--- src/rtl/muldiv_seq.sv ---
// ============================================================================
// Module      : muldiv_seq
// Description : Multi-cycle RV32M multiply/divide sequencer (shift-add / restoring).
//               Divider datapath and its corner-case fast path are built only
//               when MULDIV_DIV_EN is defined.
// Revision    : 1.0 - initial release
// ============================================================================
`default_nettype none

module muldiv_seq #(
    parameter int XLEN = 32
) (
    input  logic            clk,
    input  logic            reset,
    input  logic            start,
    input  logic [2:0]      op,
    input  logic [XLEN-1:0] a,
    input  logic [XLEN-1:0] b,
    input  logic            flush,
    output logic            busy,
    output logic            done,
    output logic [XLEN-1:0] result,
    output logic            illegal
);

    localparam int CW = $clog2(XLEN);
    localparam logic [CW-1:0] c_last = CW'(XLEN - 1);

    localparam logic [2:0] c_op_mul    = 3'd0;
    localparam logic [2:0] c_op_mulh   = 3'd1;
    localparam logic [2:0] c_op_mulhsu = 3'd2;
    localparam logic [2:0] c_op_div    = 3'd4;
    localparam logic [2:0] c_op_divu   = 3'd5;
    localparam logic [2:0] c_op_rem    = 3'd6;
    localparam logic [2:0] c_op_remu   = 3'd7;

    typedef enum logic [1:0] {
        S_IDLE = 2'd0,
        S_CALC = 2'd1,
        S_DONE = 2'd2
    } state_t;

    state_t              r_state, w_state_next;
    logic [2:0]          r_op;
    logic                r_neg;
    logic                r_ill;
    logic [CW-1:0]       r_cnt;
    logic [2*XLEN-1:0]   r_acc;      // mul: {hi, multiplier}; div: {rem, dividend}
    logic [XLEN-1:0]     r_mcand;    // multiplicand or divisor
    logic [XLEN-1:0]     r_result;

    logic                w_accept;
    logic                w_a_sgn, w_b_sgn, w_neg_in;
    logic [XLEN-1:0]     w_a_abs, w_b_abs;
    logic                w_fast, w_fast_ill;
    logic [XLEN-1:0]     w_fast_res;
    logic [XLEN:0]       w_sum;
    logic [2*XLEN-1:0]   w_acc_next, w_fin;
    logic [XLEN-1:0]     w_res;

    assign w_accept = start && !flush && (r_state == S_IDLE || r_state == S_DONE);

    // Operand conditioning: magnitudes plus a single result-sign flag
    assign w_a_sgn  = a[XLEN-1] && (op == c_op_mulh || op == c_op_mulhsu ||
                                    op == c_op_div  || op == c_op_rem);
    assign w_b_sgn  = b[XLEN-1] && (op == c_op_mulh || op == c_op_div || op == c_op_rem);
    assign w_a_abs  = w_a_sgn ? -a : a;
    assign w_b_abs  = w_b_sgn ? -b : b;
    assign w_neg_in = (op == c_op_rem) ? w_a_sgn : (w_a_sgn ^ w_b_sgn);

`ifdef MULDIV_DIV_EN
    logic          w_div_zero, w_div_ovf;
    logic [XLEN:0] w_trial;

    assign w_div_zero = (b == '0);
    assign w_div_ovf  = (op == c_op_div || op == c_op_rem) &&
                        (a == {1'b1, {(XLEN-1){1'b0}}}) && (b == '1);
    assign w_fast     = op[2] && (w_div_zero || w_div_ovf);
    assign w_fast_ill = 1'b0;
    // op[1] distinguishes REM/REMU from DIV/DIVU
    assign w_fast_res = w_div_zero ? (op[1] ? a : '1)
                                   : (op[1] ? '0 : {1'b1, {(XLEN-1){1'b0}}});
    assign w_trial    = r_acc[2*XLEN-1:XLEN-1] - {1'b0, r_mcand};
`else
    assign w_fast     = op[2];
    assign w_fast_ill = 1'b1;
    assign w_fast_res = '0;
`endif

    assign w_sum = {1'b0, r_acc[2*XLEN-1:XLEN]} + {1'b0, r_mcand};

    always_comb begin
        w_acc_next = r_r_acc_default();
`ifdef MULDIV_DIV_EN
        if (r_op[2]) begin
            if (!w_trial[XLEN])
                w_acc_next = {w_trial[XLEN-1:0], r_acc[XLEN-2:0], 1'b1};
            else
                w_acc_next = {r_acc[2*XLEN-2:0], 1'b0};
        end else
`endif
        if (r_acc[0])
            w_acc_next = {w_sum, r_acc[XLEN-1:1]};
        else
            w_acc_next = {1'b0, r_acc[2*XLEN-1:1]};
    end

    function automatic logic [2*XLEN-1:0] r_r_acc_default();
        return '0;
    endfunction

    assign w_fin = r_neg ? -w_acc_next : w_acc_next;

    always_comb begin
        w_res = w_fin[2*XLEN-1:XLEN];
        case (r_op)
            c_op_mul: w_res = w_acc_next[XLEN-1:0];
`ifdef MULDIV_DIV_EN
            c_op_div, c_op_divu:
                w_res = r_neg ? -w_acc_next[XLEN-1:0] : w_acc_next[XLEN-1:0];
            c_op_rem, c_op_remu:
                w_res = r_neg ? -w_acc_next[2*XLEN-1:XLEN] : w_acc_next[2*XLEN-1:XLEN];
`endif
            default: ;
        endcase
    end

    always_ff @(posedge clk or posedge reset) begin
        if (reset)
            r_state <= S_IDLE;
        else
            r_state <= w_state_next;
    end

    always_comb begin
        w_state_next = S_IDLE;
        if (r_state == S_CALC)
            w_state_next = (r_cnt == c_last) ? S_DONE : S_CALC;
        if (w_accept)
            w_state_next = w_fast ? S_DONE : S_CALC;
        if (flush)
            w_state_next = S_IDLE;
    end

    always_ff @(posedge clk or posedge reset) begin
        if (reset) begin
            r_op     <= '0;
            r_neg    <= 1'b0;
            r_ill    <= 1'b0;
            r_cnt    <= '0;
            r_acc    <= '0;
            r_mcand  <= '0;
            r_result <= '0;
        end else if (w_accept) begin
            r_op    <= op;
            r_neg   <= w_neg_in;
            r_cnt   <= '0;
            r_acc   <= {{XLEN{1'b0}}, (op[2] ? w_a_abs : w_b_abs)};
            r_mcand <= op[2] ? w_b_abs : w_a_abs;
            if (w_fast) begin
                r_result <= w_fast_res;
                r_ill    <= w_fast_ill;
            end
        end else if (r_state == S_CALC && !flush) begin
            r_acc <= w_acc_next;
            r_cnt <= r_cnt + CW'(1);
            if (r_cnt == c_last) begin
                r_result <= w_res;
                r_ill    <= 1'b0;
            end
        end
    end

    always_comb begin
        busy    = (r_state == S_CALC);
        done    = (r_state == S_DONE);
        illegal = (r_state == S_DONE) && r_ill;
    end

    assign result = r_result;

endmodule

`default_nettype wire
--- config.mk ---
export PLATFORM = sky130hd
export DESIGN_NAME = muldiv_seq
export DESIGN_NICKNAME = d
export VERILOG_FILES = /design/src/rtl/muldiv_seq.sv
export SDC_FILE = /design/constraint.sdc
export NUM_CORES = 1
export LEC_CHECK = 0
export BUFFER_PORTS_ARGS = -buffer_cell sky130_fd_sc_hd__clkbuf_2
export CORE_MARGIN = 5
export CORE_UTILIZATION = 25
export CTS_CLUSTER_DIAMETER = 60
export DETAILED_ROUTE_END_ITERATION = 6
export SYNTH_ARGS = -nofsm -noshare
export SYNTH_HDL_FRONTEND = slang
export SYNTH_SLANG_ARGS = --single-unit
--- constraint.sdc ---
create_clock -name clk -period 4.6 [get_ports clk]
set_input_delay 0.23 -clock clk [delete_from_list [all_inputs] [get_ports clk]]
set_output_delay 0.23 -clock clk [all_outputs]
set_load 0.005 [all_outputs]
### After elaboration in Yosys (flattened, before gate mapping)

Cells that the tools add are included.

* flip-flop bits (word level): 140
* output and inout bits: 35
* word-level logic and storage cells: 65
* bits of input ports: 71

* eq/ne operators: 8
* reduce and logical (&&, ||, !) cells: 18
* add/sub/neg operators: 5
* bitwise operators: 1
* multiplexer cells: 25

Operators with widths (count)
* $mux 32: 9
* $mux 64: 4
* $neg 32->32: 2
* $neg 64->64: 1
* $add 32x32->33: 1
* $mux 2: 5
* $mux 5: 2
* $eq 3x3->1 const B: 2
* $logic_and 1x1->1: 6
* $logic_or 1x1->1: 6
* $add 5x1->5 const B: 1
* $eq 5x5->1 const B: 1
* $mux 1: 5
* $reduce_bool 2->1: 2
* $eq 3x1->1 const B: 1
* $eq 3x2->1 const B: 1
* $logic_not 3->1: 1
* $reduce_and 3->1: 1
* $eq 2x1->1 const B: 1
* $eq 2x2->1 const B: 1
* $logic_not 2->1: 1
* $ne 2x2->1 const B: 1
* $logic_not 1->1: 1
* $xor 1x1->1: 1

### Logic depth before layout (Yosys ltp)

* word-level depth: 8
* depth in mapped cells: 13
* mapped depth without buffers: 13

### Least setup slack after synthesis

Ideal clock, no wire load.

* kind: register to register
* from: register r_acc[32]
* to: register r_result[23] (netlist: result[23])
* path buffers: 0
* library setup time: 0.127 ns
* arrival: 3.937 ns
* clock period less this slack: 4.064 ns
* data required time: 4.473 ns
* setup slack: 0.536 ns
* cell stages (with the launch flop): 13
* path through: dfrtp_1 > ha_1 > fa_1 > mux2_4 > or4_4 > nand4bb_4 > nor4_4 > nand4_4 > or3_4 > or4b_4 > o21ai_2 > xor2_1 > o21ai_1

* longest elaborated chain between the ends: 8

RTL lines
* start, declared: line 48 `logic [2*XLEN-1:0] r_acc;`
* start signal, assigned: line 158 `r_acc <= {{XLEN{1'b0}}, (op[2] ? w_a_abs : w_b_abs)};`
* start signal, assigned: line 165 `r_acc <= w_acc_next;`
* $add 32x32->33: line 90 `assign w_sum = {1'b0, r_acc[2*XLEN-1:XLEN]} + {1'b0, r_mcand};`
* $mux 64 *: line 102 `if (r_acc[0])`
* $neg 64->64: line 112 `assign w_fin = r_neg ? -w_acc_next : w_acc_next;`
* $mux 64 *: line 112
* $mux 32 *: line 116 `case (r_op)`
* $mux 32 *: line 167 `if (r_cnt == c_last) begin`
* $mux 32 *: line 164 `end else if (r_state == S_CALC && !flush) begin`
* $mux 32 *: line 154 `end else if (w_accept) begin`
* end signal, assigned: line 161 `r_result <= w_fast_res;`
* end signal, assigned: line 168 `r_result <= w_res;`
* end, declared: line 50 `logic [XLEN-1:0] r_result;`

Mark *: on every way between the ends. The rest lies on a longest branch, timed or not. The select of a mux whose other input is x is not followed.
A chain may end at the register's enable or synchronous reset.

### Worst setup path in the final report

* from: register r_acc[32]
* to: register r_result[29] (netlist: result[29])

The elaborated chain is that of the path after synthesis.

==> impl_metrics.csv <==
group,metric,value,unit
power,vdd_drop_max,0.238,mV
synthesis,syn_area,10700,um^2
setup_path,r2r-end,"result[29]$_DFFE_PP0P_",
route,viasPerCell,5.21,
sta,layout_setup_ws,0.303,ns
route,drc,0,
synthesis,syn-num-nets,1446,
power,p_leak,5.30,nW
floorplan,dieArea,47100,um^2
synthesis,syn_inst,1338,
setup_path,worstPathArrival,4.58,ns
setup_path,required,4.89,ns
sta,fin_skew,0.0106,ns
sta,setup_violations,0,
grt,grt_max_degree,95,
route,wl,35.3,mm
floorplan,core,42200,um^2
worst_hold_path,min_from,"op[1]",
clocking,clock_sinks,140,
floorplan,ios,106,
worst_hold_path,hold_end,"r_op[1]$_DFFE_PP0P_",
setup_path,crit_chain,"ha_1, fa_1, mux2_4, or4_4, nand4bb_4, nor4_4, nand4_4, buf_4, nor3_2, nand3_2, o31ai_1, xnor2_1, o21ai_1",
clocking,clk_pin_slew,0.06,ns
setup_path,crit_family,"simple AND/OR/NAND/NOR gates",
sta,slew-limit-headroom,36.1,%
clocking,clockRootBuffer,"clkbuf_16",
clocking,htreeDepth,4,
route,vias,10200,
status,outcome,"finished, final reports clean",
worst_hold_path,whs_path_depth,3,
sta,finalHoldViolCount,0,
layout,nFillCells,4547,
setup_path,cp.buffers_inverters,1,
floorplan,start_util,25.4,%
sta,setup-tns-final,0,ns
sta,max_freq,233,MHz
setup_path,worst-r2r-setup-slack,0.30,ns
placement,io_buffers,105,
worst_hold_path,worstHoldPathType,"input pin to flop",
setup_path,slowest_delay,0.55,ns
synthesis,synth-edff-count,0,
clocking,clk_latency,0.43,ns
flow_run,drv_cap,0,
clocking,cts_resized,0,
clocking,cts_buffers,17,
route,first_iter_violations,899,
grt,grt_usage,14.7,%
synthesis,ys_warn_count,0,
setup_path,critPathKind,"flop to flop",
sta,slew_violations,0,
layout,diodes,0,
grt,antenna_found_initial,0,
placement,dp_slack,0.227,ns
synthesis,synth_seq_cells,140,
floorplan,die_w,217,um
placement,hpwl,26.9,mm
synthesis,syn_area_per_cell,8.01,um^2
setup_path,ff2ff_path_depth,13,
synthesis,synth_ff_type,"dfrtp_1",
setup_path,crit_fanout,9,
route,drt_pass1_iterations,5,
floorplan,die_y,217,um
setup_path,slowest_stage,"or4_4",
sta,worstMarginPinSlew,0.956,ns
route,antenna_left,0,
setup_path,cp-end-kind,"flop",
grt,grt_overflow_total,0,
placement,gp_congestion,0.891,
synthesis,yosysMostFrequentCell,"nand2_1",
layout,area_growth,15.3,%
clocking,cts_buffer_depth,2,
layout,final_nets,1520,
setup_path,critPathLaunchType,"flop",
floorplan,rows,75,
route,wl_per_cell,18.0,um
power,pwr_density_cell,402,nW/um^2
layout,fin_util,29.3,%
grt,grt_pass1_wl,55.8,mm
synthesis,synth_commonest_cells,"nand2_1, dfrtp_1, o21ai_0, nor2_1, a21oi_1",
synthesis,yosysTopAreaCell,"dfrtp_1",
grt,grt_pass1_vias,9808,
sta,rsz0062_at_grt,"no",
synthesis,ys_types,95,
setup_path,crit_start,"r_acc[32]$_DFFE_PP0N_",
synthesis,async_reset_ff_share,100,%
sta,min_period,4.30,ns
layout,final_layout_size_suffix_gt1_share,14.3,%
clocking,cts_tree,"built",
synthesis,yosysSeqAreaShare,32.7,%
setup_path,worstReg2RegStart,"r_acc[32]$_DFFE_PP0N_",
synthesis,netlist.area_leader.share,32.7,%
synthesis,ys_top_cells_by_area,"dfrtp_1, nand2_1, o21ai_0",
sta,final.period_utilization,93.4,%
power by group:
group,total (W),switching [W],internal [W]
sequential,0.00167,0.000250,0.00142
combinational,0.00196,0.00119,0.000769
clock,0.00134,0.000551,0.000785
kinds of logic (layout without fill, tap and decap cells):
| family | Yosys count | in the layout | synth area share, % |
|---|---|---|---|
| xor gates and xnor gates | 101 | 101 | 8.25 |
| and+or+nand+nor | 482 | 482 | 21.5 |
| AOI/OAI and AO/OA | 445 | 445 | 26.0 |
| muxes | 29 | 29 | 2.84 |
| adders and majority gates | 37 | 37 | 4.39 |
| buffers and inverters | 104 | 190 | 4.30 |
| DFF | 140 | 140 | 32.7 |
layout make-up:
class,instances,area (um^2),area share [%]
inverters,25,98.8,0.800
clock buffers,22,474,3.84
repair buffers,134,746,6.03
multi-input cells,1094,6770,54.8
flip-flops and latches,140,3500,28.4
clock inverters,9,87.6,0.709
well taps,539,674,5.46
sequential cells by signal, indices dropped and copies added, names as in the netlist:
name     cells
r_op         3
r_ill        1
result      32
r_mcand     32
r_acc       64
r_state      2
r_cnt        5
r_neg        1
layout by cell type, fill, tap and decap left out, drive strengths merged, types with 13 or more instances in the layout:
cell    synthesis  routed
nor4           16      16
a22oi          17      17
nand4          13      13
ha             36      36
nor3           25      25
o31ai          14      14
a31oi          28      28
mux2i          24      24
xnor2          56      56
nand2b         15      15
and2           13      13
dfrtp         140     140
clkbuf         59     127
inv            23      24
buf            17      28
o21ai         150     150
a21oi         115     115
nand2         210     210
xor2           45      45
o21a           13      13
nor2          119     119
per-stage QoR:
| stage | std cells | cell area (um^2) | total power (W) | hold slack, ns |
|---|---|---|---|---|
| 2_1_floorplan | 1338 | 10700 | 0.00304 | 0.335 |
| 3_3_place_gp | 1931 | 11800 | 0.00359 | 0.442 |
| 3_5_place_dp | 1931 | 11800 | 0.00361 | 0.457 |
| 4_1_cts | 1963 | 12400 | 0.00497 | 0.0449 |
| 5_1_grt | 1963 | 12400 | 0.00527 | 0.0949 |
| 6_report | 1963 | 12400 | 0.00496 | 0.0760 |
worst max-delay path by stage:
| stage | slack, ns | to | cells after the start |
|---|---|---|---|
| 6_report | 0.30 | result[29]$_DFFE_PP0P_ | 13 |
| 5_1_grt | 0.06 | result[29]$_DFFE_PP0P_ | 13 |
| 4_1_cts | 0.22 | result[29]$_DFFE_PP0P_ | 13 |
| 3_5_place_dp | 0.23 | result[29]$_DFFE_PP0P_ | 13 |
| 3_3_place_gp | 0.30 | result[29]$_DFFE_PP0P_ | 13 |
| 2_1_floorplan | 0.54 | result[23]$_DFFE_PP0P_ | 12 |
metal layers:
metal,GRT usage [%],up-vias,share of wire [%]
li1,-,5011,-
met4,4.47,0,2.4
met5,0,-,0
met1,20.4,4859,46
met3,2.35,42,5.6
met2,23.7,321,46
worst min-delay path, cell delays in order:
cell and delay [ns]:
clkbuf_2 0.12, nand2_1 0.07, nand2_1 0.04
what timing repair did:
action                     4_1_cts  5_1_grt
hold buffers                     1        0
setup endpoints to repair        0        1
setup buffers                    0        0
hold endpoints to repair        25        0
Note: power is estimated with default switching activity, not from simulation.
